--- src/rtl/prio_encode8to3.sv ---
// prio_encode8to3: captures request edges/levels into a pending register and issues
// the highest-priority pending index through a valid/ready handshake.
module prio_encode8to3 #(
  parameter int EDGE = 1
) (
  input  logic       clk,
  input  logic       reset,
  input  logic [7:0] req,
  input  logic       en,
  output logic [2:0] code,
  output logic       valid,
  input  logic       ready,
  output logic [7:0] pend,
  output logic [3:0] count,
  output logic       drop
);
  typedef enum logic {IDLE, HOLD} state_t;
  state_t     r_state, w_state_nxt;
  logic [7:0] r_req_q, r_pend, w_hit, w_cap, w_clr, w_pend_nxt;
  logic [2:0] r_code, w_top;
  logic [3:0] r_count, w_cnt;
  logic       r_drop, r_arm, w_load;
  // r_arm masks the first edge after reset so a line already high is not seen as a rise
  always_comb begin
    w_hit = (EDGE != 0) ? (r_arm ? 8'h00 : req & ~r_req_q) : req;
    w_cap = en ? w_hit : 8'h00;
    w_clr = (r_state == HOLD && ready) ? 8'd1 << r_code : 8'h00;
    w_pend_nxt = (r_pend & ~w_clr) | w_cap;
    w_top = 3'd0;
    w_cnt = 4'd0;
    for (int i = 0; i < 8; i++) begin
      if (r_pend[i]) w_top = 3'(i);
      w_cnt = w_cnt + 4'(w_pend_nxt[i]);
    end
    w_load = (r_state == IDLE) && en && (r_pend != 8'h00);
    w_state_nxt = w_load ? HOLD : (r_state == HOLD && ready) ? IDLE : r_state;
  end
  always_ff @(posedge clk or posedge reset) begin
    if (reset) begin
      r_state <= IDLE;
      r_code  <= 3'd0;
      r_pend  <= 8'h00;
      r_count <= 4'd0;
      r_drop  <= 1'b0;
      r_req_q <= 8'h00;
      r_arm   <= 1'b1;
    end else begin
      r_state <= w_state_nxt;
      r_code  <= w_load ? w_top : r_code;
      r_pend  <= w_pend_nxt;
      r_count <= w_cnt;
      r_drop  <= r_drop | (|(w_cap & r_pend & ~w_clr));
      r_req_q <= req;
      r_arm   <= 1'b0;
    end
  end
  assign code  = r_code;
  assign valid = (r_state == HOLD);
  assign pend  = r_pend;
  assign count = r_count;
  assign drop  = r_drop;
endmodule

--- config.mk ---
export PLATFORM = sky130hd
export DESIGN_NAME = prio_encode8to3
export DESIGN_NICKNAME = d
export VERILOG_FILES = /design/src/rtl/prio_encode8to3.sv
export SDC_FILE = /design/constraint.sdc
export NUM_CORES = 1
export LEC_CHECK = 0
export CAP_MARGIN = 10
export CORE_ASPECT_RATIO = 1.2
export CORE_MARGIN = 2
export CORE_UTILIZATION = 40
export CTS_CLUSTER_SIZE = 12
export DETAILED_ROUTE_END_ITERATION = 10
export HOLD_SLACK_MARGIN = 0.08
export PLACE_DENSITY = 0.79
export SLEW_MARGIN = 5
export SYNTH_ARGS = -nofsm -noshare
export SYNTH_HDL_FRONTEND = slang
export SYNTH_SLANG_ARGS = --single-unit
export TNS_END_PERCENT = 20
--- constraint.sdc ---
create_clock -name clk -period 4.27 [get_ports clk]
set_input_delay 0.854 -clock clk [delete_from_list [all_inputs] [get_ports clk]]
set_output_delay 0.854 -clock clk [all_outputs]
set_load 0.01 [all_outputs]
==> impl_metrics.py <==
metrics = {
    "yosys": {
        "synth-main-ff-cell": "dfrtp_1",
        "ys_async_sr_fraction": 1.00,
        "syn_inst": 105,
        "syn-num-nets": 124,
        "synth-edff-count": 0,
        "synth_area_sq_um": 1170,
        "syn-mean-instance-area_sq_um": 11.1,
        "synth_seq_cells": 26,
        "yosys_warnings": 0,
        "ys_seq_area_frac": 0.557,
        "ys_types": 29,
    },
    "power": {
        "p_clk_frac": 0.114,
        "switchingPower_uw": 415,
        "ir_drop_mv": 0.634,
        "sw_frac_of_total": 0.385,
        "powerDensity_nw_per_um2": 687,
        "power_frac_comb": 0.533,
        "p_seq_frac": 0.354,
        "p_leak_nw": 0.663,
        "intPower_uw": 661,
    },
    "finish": {
        "stdcell_area_sq_um": 1570,
        "regArea_sq_um": 652,
        "synthToLayoutAreaGrowth_pct": 33.9,
        "fin_cells": 176,
        "fillerInstances": 265,
        "antennaDiodeCount": 0,
        "fin_nets": 162,
        "multi_input_area_sq_um": 469,
        "drive_gt1_frac": 0.0986,
        "layout_common_cells": "clkdlybuf4s50_1 (28), dfrtp_1 (25), inv_1 (12)",
        "layout_commonest_cell": "clkdlybuf4s50_1",
    },
    "clock_tree": {
        "cts_made_buffers": 3,
        "postCtsSetupBuffers": 0,
        "clock_path_buffers": 2,
        "cts_root_buf": "clkbuf_4",
        "hold_buffers": 0,
        "clock-sinks": 26,
        "clk_pin_slew_ns": 0.14,
        "post_cts.resized_instances": 0,
        "cts_tree": "yes",
        "clk_latency_ns": 0.32,
        "h-tree-depth": 1,
    },
    "job": {
        "cap_viol_max_count": 0,
    },
    "sta": {
        "fmax_mhz": 246,
        "rsz0062_at_grt": "false",
        "setup_viol": 0,
        "finalClockSkew_ns": 0.00579,
        "tightest_slew_ns": 0.951,
        "hold_ws_ns": 0.519,
        "slew_headroom": 0.365,
        "worst_slack_ns": 0.204,
        "tns_ns": 0,
        "fin_crit_ns": 4.07,
        "final.period_utilization": 0.952,
        "maxSlewViolCount": 0,
        "hold_viol": 0,
    },
    "setup_path": {
        "cp-end-kind": "register",
        "slowest_stage": "clkdlybuf4s50_1",
        "critPathArrivalTime_ns": 4.29,
        "cp_common_cell": "fa_1",
        "path_delay_family": "adder cells",
        "critPathMaxStageDelay_ns": 0.50,
        "cp-start-kind": "input port",
        "critPathRequiredTime_ns": 4.49,
        "critical_path_class": "input port to register",
        "cp.buffers_inverters": 5,
        "crit_start": "ready",
        "r2r-start": "code[2]",
        "path_cells": "clkdlybuf4s50_1 -> nand3_1 -> buf_4 -> o31ai_2 -> nand2_1 -> fa_1 -> fa_1 -> inv_1 -> fa_1 -> inv_1 -> ha_1 -> inv_1 -> fa_1 -> xnor2_1",
        "crit_path_max_fanout": 3,
    },
    "routing": {
        "vias_per_cell": 5.03,
        "totalWireLength_microns": 2360,
        "wl_per_cell_microns": 13.4,
        "firstDrtPassIters": 4,
        "ant_nets": 0,
        "vias": 886,
        "drt_iter0_drc": 32,
        "route.detailed.drc": 0,
    },
    "global_route": {
        "grt_pass1_vias": 981,
        "grt_pass1_wl_microns": 4180,
        "grt_usage": 0.166,
        "grt_max_degree": 27,
        "grt_overflow": 0,
        "antenna_found_initial": 0,
    },
    "placement": {
        "numPortBuffers": 28,
        "dpl.cell_count": 172,
        "postPlaceCellArea_sq_um": 1530,
        "pre_cts_ws_ns": -0.146,
        "dp_hpwl_microns": 1910,
        "place_congestion": 0.888,
    },
    "hold_path": {
        "min_from": "drop",
        "hp-class": "register to register",
    },
    "floorplan": {
        "die_area_sq_um": 3380,
        "fp.coreArea_sq_um": 2790,
        "ioPinCount": 29,
        "die_w_microns": 53.4,
        "rows": 21,
        "chipHeight_microns": 63.2,
        "start_util": 0.420,
    },
    "status": {
        "status": "complete, no violations",
    },
}
worst reg2reg max path, cell delays in order (launching register included):
cell and delay (ns):
dfrtp_1 0.49, nand2b_1 0.20, or2_1 0.24, a21o_1 0.21, fa_1 0.48, fa_1 0.50
inv_1 0.06, fa_1 0.46, inv_1 0.07, ha_1 0.15, inv_1 0.05, fa_1 0.38
xnor2_1 0.13
worst paths after layout:
kind | end | slack, ns | cells after the start
max in group asynchronous | code[2] | 2.66 | 2
worst min register to register | drop | 0.52 | 2
worst max-delay path | count[2] | 0.20 | 14
worst min-delay path | drop | 0.52 | 2
worst max register to register | count[2] | 0.75 | 12
min in group asynchronous | r_req_q[1] | 1.03 | 2
per-stage QoR:
step / utilization / power, mW
after floorplan: - / 0.728
after global placement: 0.549 / 0.941
after detailed placement: 0.549 / 0.961
after CTS: 0.562 / 1.09
after global routing: 0.562 / 1.20
final: 0.562 / 1.08
synth_stat cells (2+ instances only):
| cell | count | share of area |
|---|---|---|
| a21o_1 | 2 | 0.013 |
| a21oi_1 | 6 | 0.026 |
| dfrtp_1 | 25 | 0.53 |
| fa_1 | 4 | 0.068 |
| ha_1 | 3 | 0.032 |
| inv_1 | 12 | 0.038 |
| nand2_1 | 4 | 0.013 |
| nand2b_1 | 7 | 0.037 |
| nand3_1 | 2 | 0.0086 |
| nand3b_1 | 4 | 0.026 |
| nor2_1 | 7 | 0.022 |
| nor2b_1 | 2 | 0.011 |
| nor3_1 | 2 | 0.0086 |
| o21ai_0 | 5 | 0.021 |
| o21ai_1 | 4 | 0.017 |
| o22ai_1 | 3 | 0.016 |
metal layers:
layer	routed length, microns	global-route usage	vias up
met5	0	0	-
met4	26	0.0481	0
met3	104	0.0284	4
met2	1220	0.295	24
met1	1010	0.198	433
li1	-	-	425
power by group through the flow:
stage               Clock (mW)  Sequential [mW]  Combinational, mW
finish                   0.122            0.381              0.573
global route             0.139            0.390              0.667
CTS                      0.125            0.380              0.586
detailed placement           0            0.384              0.577
global placement             0            0.383              0.558
floorplan                    0            0.400              0.328
state kept, by name, summed over array words and instances (netlist names):
register	cells
pend	8
valid	1
count	4
r_arm	1
drop	1
code	3
r_req_q	8
cells by family (layout without fill, tap and decap cells):
| logic type | after synthesis | after routing | share of synthesized area |
|---|---|---|---|
| AOI/OAI and AO/OA | 26 | 26 | 0.141 |
| xor gates and xnor gates | 1 | 1 | 0.00749 |
| adders and majority gates | 7 | 7 | 0.101 |
| buffers and inverters | 13 | 50 | 0.0417 |
| DFF | 26 | 26 | 0.557 |
| other | 1 | 1 | 0.00321 |
| and+or+nand+nor | 31 | 31 | 0.149 |
layout make-up:
type / instances / share of cell area
timing repair buffer: 33 / 0.203
sequential: 26 / 0.416
inverter: 13 / 0.0312
clock buffer: 4 / 0.0232
multi-input combinational: 66 / 0.300
tap: 34 / 0.0272
(Power assumes the default switching activity.)
